File: src/rtl/uart_duplex.sv
// Full-duplex UART: frame-register transmitter plus oversampling receiver in one
// clock domain, reporting parity and framing errors for every received frame.
module uart_duplex #(
    parameter int unsigned DIVISOR    = 25,
    parameter int unsigned OVERSAMPLE = 4,
    parameter int unsigned DATA_BITS  = 8,
    parameter int unsigned PARITY     = 0,
    parameter int unsigned STOP_BITS  = 1
) (
    input  logic                 clk,
    input  logic                 reset,
    input  logic [DATA_BITS-1:0] tx_data,
    input  logic                 tx_valid,
    output logic                 tx_ready,
    output logic                 tx,
    input  logic                 rx,
    output logic [DATA_BITS-1:0] rx_data,
    output logic                 rx_valid,
    output logic                 rx_parity_err,
    output logic                 rx_frame_err
);
    localparam int unsigned BIT_CYC    = DIVISOR * OVERSAMPLE;
    localparam int unsigned PAR_BITS   = (PARITY != 0) ? 1 : 0;
    localparam int unsigned FRAME_BITS = 1 + DATA_BITS + PAR_BITS + STOP_BITS;
    localparam int unsigned CYC_W      = $clog2(BIT_CYC);
    localparam int unsigned FB_W       = $clog2(FRAME_BITS);
    localparam int unsigned DIV_W      = (DIVISOR > 1) ? $clog2(DIVISOR) : 1;
    localparam int unsigned PH_W       = $clog2(OVERSAMPLE);
    localparam int unsigned DB_W       = $clog2(DATA_BITS);

    typedef enum logic {TX_IDLE, TX_SHIFT} tx_state_e;
    typedef enum logic [2:0] {
        RX_IDLE, RX_START, RX_DATA, RX_PARITY, RX_STOP, RX_WAIT_HIGH
    } rx_state_e;

    tx_state_e             tx_state_q, tx_state_d;
    logic [FRAME_BITS-1:0] tx_frame_q, tx_frame_d, tx_frame_load;
    logic [CYC_W-1:0]      tx_cyc_q, tx_cyc_d;
    logic [FB_W-1:0]       tx_bit_q, tx_bit_d;
    logic                  tx_q, tx_d, tx_ready_q, tx_ready_d;

    rx_state_e             rx_state_q, rx_state_d;
    logic [1:0]            rx_sync_q;
    logic                  rx_s;
    logic [DIV_W-1:0]      div_q, div_d;
    logic                  tick;
    logic [PH_W-1:0]       rx_phase_q, rx_phase_d;
    logic [DB_W-1:0]       rx_bit_q, rx_bit_d;
    logic [DATA_BITS-1:0]  rx_shift_q, rx_shift_d;
    logic                  rx_perr_q, rx_perr_d;
    logic                  rx_at_mid, rx_sample;
    logic                  rx_valid_q, rx_valid_d;
    logic [DATA_BITS-1:0]  rx_data_q, rx_data_d;
    logic                  rx_perr_out_q, rx_perr_out_d;
    logic                  rx_ferr_q, rx_ferr_d;

    assign tx            = tx_q;
    assign tx_ready      = tx_ready_q;
    assign rx_valid      = rx_valid_q;
    assign rx_data       = rx_data_q;
    assign rx_parity_err = rx_perr_out_q;
    assign rx_frame_err  = rx_ferr_q;

    // Frame image, transmitted from bit 0: {stop bit(s), parity?, data, start}
    always_comb begin
        tx_frame_load                = '1;
        tx_frame_load[0]             = 1'b0;
        tx_frame_load[DATA_BITS:1]   = tx_data;
        if (PARITY == 1) begin
            tx_frame_load[DATA_BITS+1] = ~(^tx_data);
        end else if (PARITY == 2) begin
            tx_frame_load[DATA_BITS+1] = ^tx_data;
        end
    end

    always_comb begin
        tx_state_d = tx_state_q;
        tx_frame_d = tx_frame_q;
        tx_cyc_d   = tx_cyc_q;
        tx_bit_d   = tx_bit_q;
        tx_d       = tx_q;
        tx_ready_d = tx_ready_q;
        case (tx_state_q)
            TX_IDLE: begin
                if (tx_valid && tx_ready_q) begin
                    tx_state_d = TX_SHIFT;
                    tx_frame_d = tx_frame_load;
                    tx_cyc_d   = '0;
                    tx_bit_d   = '0;
                    tx_d       = 1'b0;
                    tx_ready_d = 1'b0;
                end
            end
            TX_SHIFT: begin
                if (tx_cyc_q == CYC_W'(BIT_CYC - 1)) begin
                    tx_cyc_d = '0;
                    if (tx_bit_q == FB_W'(FRAME_BITS - 1)) begin
                        tx_state_d = TX_IDLE;
                        tx_d       = 1'b1;
                        tx_ready_d = 1'b1;
                    end else begin
                        tx_bit_d   = tx_bit_q + 1'b1;
                        tx_frame_d = tx_frame_q >> 1;
                        tx_d       = tx_frame_q[1];
                    end
                end else begin
                    tx_cyc_d = tx_cyc_q + 1'b1;
                end
            end
            default: tx_state_d = TX_IDLE;
        endcase
    end

    always_ff @(posedge clk or posedge reset) begin
        if (reset) begin
            tx_state_q <= TX_IDLE;
            tx_frame_q <= '1;
            tx_cyc_q   <= '0;
            tx_bit_q   <= '0;
            tx_q       <= 1'b1;
            tx_ready_q <= 1'b1;
        end else begin
            tx_state_q <= tx_state_d;
            tx_frame_q <= tx_frame_d;
            tx_cyc_q   <= tx_cyc_d;
            tx_bit_q   <= tx_bit_d;
            tx_q       <= tx_d;
            tx_ready_q <= tx_ready_d;
        end
    end

    assign rx_s      = rx_sync_q[1];
    assign tick      = (div_q == DIV_W'(DIVISOR - 1));
    assign div_d     = tick ? '0 : div_q + 1'b1;
    // Start bit is sampled half a bit in; every later bit one full bit after that
    assign rx_at_mid = (rx_state_q == RX_START) ? (rx_phase_q == PH_W'(OVERSAMPLE / 2 - 1))
                                                : (rx_phase_q == PH_W'(OVERSAMPLE - 1));
    assign rx_sample = tick && rx_at_mid;

    always_comb begin
        rx_state_d    = rx_state_q;
        rx_phase_d    = rx_phase_q;
        rx_bit_d      = rx_bit_q;
        rx_shift_d    = rx_shift_q;
        rx_perr_d     = rx_perr_q;
        rx_valid_d    = 1'b0;
        rx_data_d     = rx_data_q;
        rx_perr_out_d = rx_perr_out_q;
        rx_ferr_d     = rx_ferr_q;
        if (tick && rx_state_q != RX_IDLE && rx_state_q != RX_WAIT_HIGH) begin
            rx_phase_d = rx_at_mid ? '0 : rx_phase_q + 1'b1;
        end
        case (rx_state_q)
            RX_IDLE: begin
                if (tick && !rx_s) begin
                    rx_state_d = RX_START;
                    rx_phase_d = '0;
                    rx_perr_d  = 1'b0;
                end
            end
            RX_START: begin
                if (rx_sample) begin
                    rx_state_d = rx_s ? RX_IDLE : RX_DATA;
                    rx_bit_d   = '0;
                end
            end
            RX_DATA: begin
                if (rx_sample) begin
                    rx_shift_d = {rx_s, rx_shift_q[DATA_BITS-1:1]};
                    if (rx_bit_q == DB_W'(DATA_BITS - 1)) begin
                        rx_state_d = (PAR_BITS != 0) ? RX_PARITY : RX_STOP;
                    end else begin
                        rx_bit_d = rx_bit_q + 1'b1;
                    end
                end
            end
            RX_PARITY: begin
                if (rx_sample) begin
                    rx_perr_d  = (PARITY == 1) ? ~(rx_s ^ (^rx_shift_q)) : (rx_s ^ (^rx_shift_q));
                    rx_state_d = RX_STOP;
                end
            end
            RX_STOP: begin
                if (rx_sample) begin
                    rx_valid_d    = 1'b1;
                    rx_data_d     = rx_shift_q;
                    rx_perr_out_d = rx_perr_q;
                    rx_ferr_d     = ~rx_s;
                    rx_state_d    = rx_s ? RX_IDLE : RX_WAIT_HIGH;
                end
            end
            RX_WAIT_HIGH: begin
                if (tick && rx_s) begin
                    rx_state_d = RX_IDLE;
                end
            end
            default: rx_state_d = RX_IDLE;
        endcase
    end

    always_ff @(posedge clk or posedge reset) begin
        if (reset) begin
            rx_sync_q     <= 2'b11;
            div_q         <= '0;
            rx_state_q    <= RX_IDLE;
            rx_phase_q    <= '0;
            rx_bit_q      <= '0;
            rx_shift_q    <= '0;
            rx_perr_q     <= 1'b0;
            rx_valid_q    <= 1'b0;
            rx_data_q     <= '0;
            rx_perr_out_q <= 1'b0;
            rx_ferr_q     <= 1'b0;
        end else begin
            rx_sync_q     <= {rx_sync_q[0], rx};
            div_q         <= div_d;
            rx_state_q    <= rx_state_d;
            rx_phase_q    <= rx_phase_d;
            rx_bit_q      <= rx_bit_d;
            rx_shift_q    <= rx_shift_d;
            rx_perr_q     <= rx_perr_d;
            rx_valid_q    <= rx_valid_d;
            rx_data_q     <= rx_data_d;
            rx_perr_out_q <= rx_perr_out_d;
            rx_ferr_q     <= rx_ferr_d;
        end
    end

endmodule

File: config.mk
export PLATFORM = sky130hd
export DESIGN_NAME = uart_duplex
export DESIGN_NICKNAME = d
export VERILOG_FILES = /design/src/rtl/uart_duplex.sv
export SDC_FILE = /design/constraint.sdc
export NUM_CORES = 1
export LEC_CHECK = 0
export CELL_PAD_IN_SITES_DETAIL_PLACEMENT = 1
export CELL_PAD_IN_SITES_GLOBAL_PLACEMENT = 2
export CORE_ASPECT_RATIO = 1.4
export CORE_MARGIN = 2
export CORE_UTILIZATION = 39
export CTS_CLUSTER_SIZE = 28
export DETAILED_ROUTE_END_ITERATION = 7
export GPL_ROUTABILITY_DRIVEN = 0
export GPL_TIMING_DRIVEN = 1
export PLACE_DENSITY_LB_ADDON = 0.3
export SLEW_MARGIN = 20
export SYNTH_ARGS = -nofsm -noshare
export SYNTH_HDL_FRONTEND = slang
export SYNTH_SLANG_ARGS = --single-unit
File: constraint.sdc
create_clock -name clk -period 2.1 [get_ports clk]
set_input_delay 0.525 -clock clk [delete_from_list [all_inputs] [get_ports clk]]
set_output_delay 0.525 -clock clk [all_outputs]
set_load 0.02 [all_outputs]
=== Word-level counts from Yosys, hierarchy flattened ===
Cells that the tools add are included.

* Register bits after elaboration: 59
* Input port bits: 12
* Output and inout port bits: 13
* Logic and storage cells: 116

* Add/sub/neg operators: 5
* Eq/ne operators: 24
* Mux-type cells: 47
* Bitwise operators: 3
* Reduce and logical (&&, ||, !) cells: 20

{| class="wikitable"
|+ Operator list
! operator !! number
|-
| $mux 3 || 11
|-
| $mux 10 || 3
|-
| $ne 2x2->1 const B || 10
|-
| $pmux 10 s2 || 1
|-
| $pmux 3 s6 || 1
|-
| $mux 7 || 2
|-
| $pmux 7 s2 || 1
|-
| $mux 1 || 13
|-
| $mux 4 || 3
|-
| $mux 2 || 5
|-
| $eq 3x3->1 const B || 3
|-
| $reduce_and 3->1 || 3
|-
| $pmux 1 s2 || 4
|-
| $pmux 4 s2 || 1
|-
| $reduce_xor 8->1 || 1
|-
| $add 7x1->7 const B || 1
|-
| $eq 7x7->1 const B || 1
|-
| $reduce_and 7->1 || 1
|-
| $eq 3x2->1 const B || 2
|-
| $logic_and 1x1->1 || 6
|-
| $pmux 3 s2 || 1
|-
| $reduce_and 2->1 || 3
|-
| $add 5x1->5 const B || 1
|-
| $eq 5x5->1 const B || 1
|-
| other kinds (17) || 20
|}

=== Longest topological paths before layout ===
* Word-level depth: 6
* Gate-level depth with buffers: 9
* Mapped depth without buffers: 7

=== Worst setup path before layout ===
No wires, ideal clock.

* Path type: register -> register
* Start: register div_q[0]
* End: register rx_state_q[0]
* Library setup time: 0.125 ns
* Arrival: 1.758 ns
* Data required time: 1.975 ns
* Setup slack: 0.216 ns
* Cell stages (with the launch flop): 8
* Buffers on the path: 0
* Clock period less this slack: 1.884 ns
* Cells stage by stage: dfrtp_1 > inv_1 > ha_1 > nand4b_4 > o211a_1 > nor3_2 > o311a_4 > mux2_4

* Word-level cells in the longest chain between the ends: 4
* Elaborated cells on any way between the ends: 11
* Classes of those cells: 7 x eq/ne; 4 x reduce/logical

{| class="wikitable"
|+ Ends and longest elaborated chain
! element !! RTL line !! RTL
|-
| from (decl) || 45 || <nowiki>logic [DIV_W-1:0] div_q, div_d;</nowiki>
|-
| from (signal assigned) || 216 || <nowiki>div_q <= div_d;</nowiki>
|-
| $eq 5x5->1 * || 133 || <nowiki>assign tick = (div_q == DIV_W'(DIVISOR - 1));</nowiki>
|-
| $logic_and 1x1->1, on equally long branches || 193, 138, 155 ||
|-
| $ne 2x2->1 (no line) || -- ||
|-
| $reduce_and 7->1 (no line) * || -- ||
|-
| to (signal assigned) || 217 || <nowiki>rx_state_q <= rx_state_d;</nowiki>
|-
| to (decl) || 42 || <nowiki>rx_state_e rx_state_q, rx_state_d;</nowiki>
|}

Mark *: on every way between the ends. The rest lies on a longest branch, timed or not.
A chain may end at the register's enable or synchronous reset.

=== Worst setup path after layout ===
* Start: register div_q[0]
* End: register rx_state_q[1]

Same word-level chain as after synthesis.

==> impl_metrics.toml <==
[yosys]
synth_top_area_cell = "dfrtp_1"
yosys-top-cells-count = "dfrtp_1, nor2_1, nand2_1"
yosysMostFrequentCell = "dfrtp_1"
synth_area_leaders = "dfrtp_1, dfstp_2, mux2_4"
synth_edf_count = 0
synth-async-reset-ratio = 1.00
yosysSeqAreaShare = 0.492
synth_ff_type = "dfrtp_1"
yosysWarnings = 0
synthCells = 262
ys_seq_elements = 58
syn_area_um2 = 2980
synth.distinct_cells = 55
avgSynthCellArea_um2 = 11.4
synth_nets = 281
synth_top_area_share = 0.378

[worst_setup_path]
cp-start-kind = "flip-flop"
endpoint_kind = "flip-flop"
cp_slowest_cell = "dfrtp_1"
arrival_ns = 2.21
critPathRequiredTime_ns = 2.32
critPathMaxFanout = 5
crit_type = "reg -> reg"
worstPathCellList = "inv_1, ha_4, and4b_2, a211oi_2, nor3_2, o311a_4, mux2_4"
slowest_delay_ns = 0.41

[drt]
ant_nets = 0
via_count = 2096
routed_via_density = 5.15
detail_route.wl_per_cell_um = 15.1
drc = 0
drtPass1Iterations = 4
wl_um = 6170
first_iter_violations = 64

[power_and_ir_drop]
p_leak_nw = 1.71
irDropWorstVdd_v = 0.000427
powerDensity_nw_per_um2 = 705
finalPower_mw = 2.59

[timing]
skew_ns = 0.00788
slew-limit-headroom = 0.725
period_share = 0.948
slew_violations = 0
hold_violations = 0
fmax_mhz = 502
setup_viol = 0
setup_slack_ns = 0.110
period_minus_slack_ns = 1.99
worst_slew_pin_slew_ns = 0.412

[grt]
grt_pass1_vias = 2358
antenna_found_initial = 0
grt_start_max_net_pins = 30
grt_pass1_wl_um = 11200
gr-total-overflow = 0
track_usage = 0.170

[floorplanning]
std_cell_rows = 37
die_w_um = 77.9
dieHeight_um = 107
dieArea_um2 = 8370
core_area_um2 = 7360
initial_core_util = 0.405
num_io_pins = 25

[cts]
clockBufferDepth = 2
cts_tree = "done"
root_buffer = "clkbuf_8"
path_clk_slew_ns = 0.07
clock-sinks = 58
cts_hold_buffers = 0
insertion_delay_ns = 0.34
cts_made_buffers = 9
htree_levels = 3

[cells_and_area]
layout-drive-gt1-share = 0.239
n_antenna_cell = 0
fillers = 781
final_area_um2 = 3670
nNetsFinal = 324
synthToLayoutAreaGrowth_pct = 23.1
regArea_um2 = 1470
multiInputGateArea_um2 = 1440

[placement]
hpwl_um = 4470
port_buffers = 24
placed_cell_area_um2 = 3430
place_ws_ns = -0.0249

[job]
timing.max_cap.violations = 0

[outcome]
outcome = "completed"

[hold_path]
hold_path.class = "reg -> reg"
==> layer usage <==
metal	track usage	part of all wire
met4	0.0752	0.018
met3	0.0411	0.023
met5	0	0
met1	0.193	0.43
met2	0.302	0.53
==> repair_timing <==
action,CTS,global route
buffers inserted,0,2
gates cloned,0,0
pin swaps,0,3
endpoints found under the setup margin,2,11
gates resized for setup,1,4
==> layout make-up <==
type | instances | share of cell area
clock buffer | 12 | 0.0423
clock inverter | 4 | 0.0136
inverter | 10 | 0.0102
multi-input combinational | 184 | 0.391
sequential | 58 | 0.400
tap | 97 | 0.0331
timing repair buffer | 42 | 0.110
==> path summary, 6_finish.rpt <==
path	start	to	slack, ns	depth (start not counted)
max	div_q[0]	rx_state_q[1]	0.11	7
min	rx_sync_q[0]	rx_sync_q[1]	0.36	0
max reg2reg	div_q[0]	rx_state_q[1]	0.11	7
min reg2reg	rx_sync_q[0]	rx_sync_q[1]	0.36	0
max in group asynchronous	reset	rx_sync_q[1]	1.10	3
min in group asynchronous	reset	tx_cyc_q[0]	0.46	2
==> placed cells by master, fill, tap and decap left out, types with 3 or more instances in the layout <==
cell and instances:
dfstp_2 13, mux2_4 11, nor2b_1 6, buf_4 16, nand2b_1 3, nand3_1 9
xor2_1 3, inv_1 9, nor2_1 21, xnor2_1 10, clkdlybuf4s50_1 23, a31oi_1 3
clkbuf_8 11, o21ai_0 10, dfrtp_1 45, mux2i_1 9, a21oi_1 13, mux2_1 9
o21ai_1 7, a22o_1 6, ha_1 6, nand2_1 18
==> critical path: cells and delay by family (launching register included) <==
family                     cells  cell delay [ns]
and+or+nand+nor                2             0.55
adders and majority gates      1             0.16
DFF                            1             0.41
muxes                          1             0.29
buffers and inverters          1             0.11
AOI/OAI and AO/OA              2             0.33
==> per-stage QoR <==
stage,utilization,cells,TNS [ns],hold WS (ns)
floorplan,-,262,0,0.345
global placement,0.466,389,0,0.345
detailed placement,0.466,389,-0.100,0.348
CTS,0.494,405,0,0.358
global route,0.499,407,-0.0231,0.365
finish,0.499,407,0,0.357
==> flip-flops by register name, summed over array words and instances, names as in the netlist, 2 cells and up <==
signal and cells:
rx_bit_q 3, rx_sync_q 2, tx_frame_q 9, rx_shift_q 8, tx_bit_q 4, div_q 5, tx_cyc_q 7, rx_data 8
rx_state_q 3, rx_phase_q 2
==> report_power, final <==
part	internal (mW)	switching (mW)
clock	0.611	0.449
combinational	0.187	0.153
sequential	1.14	0.0474
total	1.94	0.650
==> cells by family after synthesis <==
kind of cell / synth area share
compound gates: 0.127
simple gates: 0.161
buf+inv: 0.0332
flops: 0.492
fa+ha+maj: 0.0294
mux: 0.120
xor+xnor: 0.0382
(Power assumes the default switching activity.)
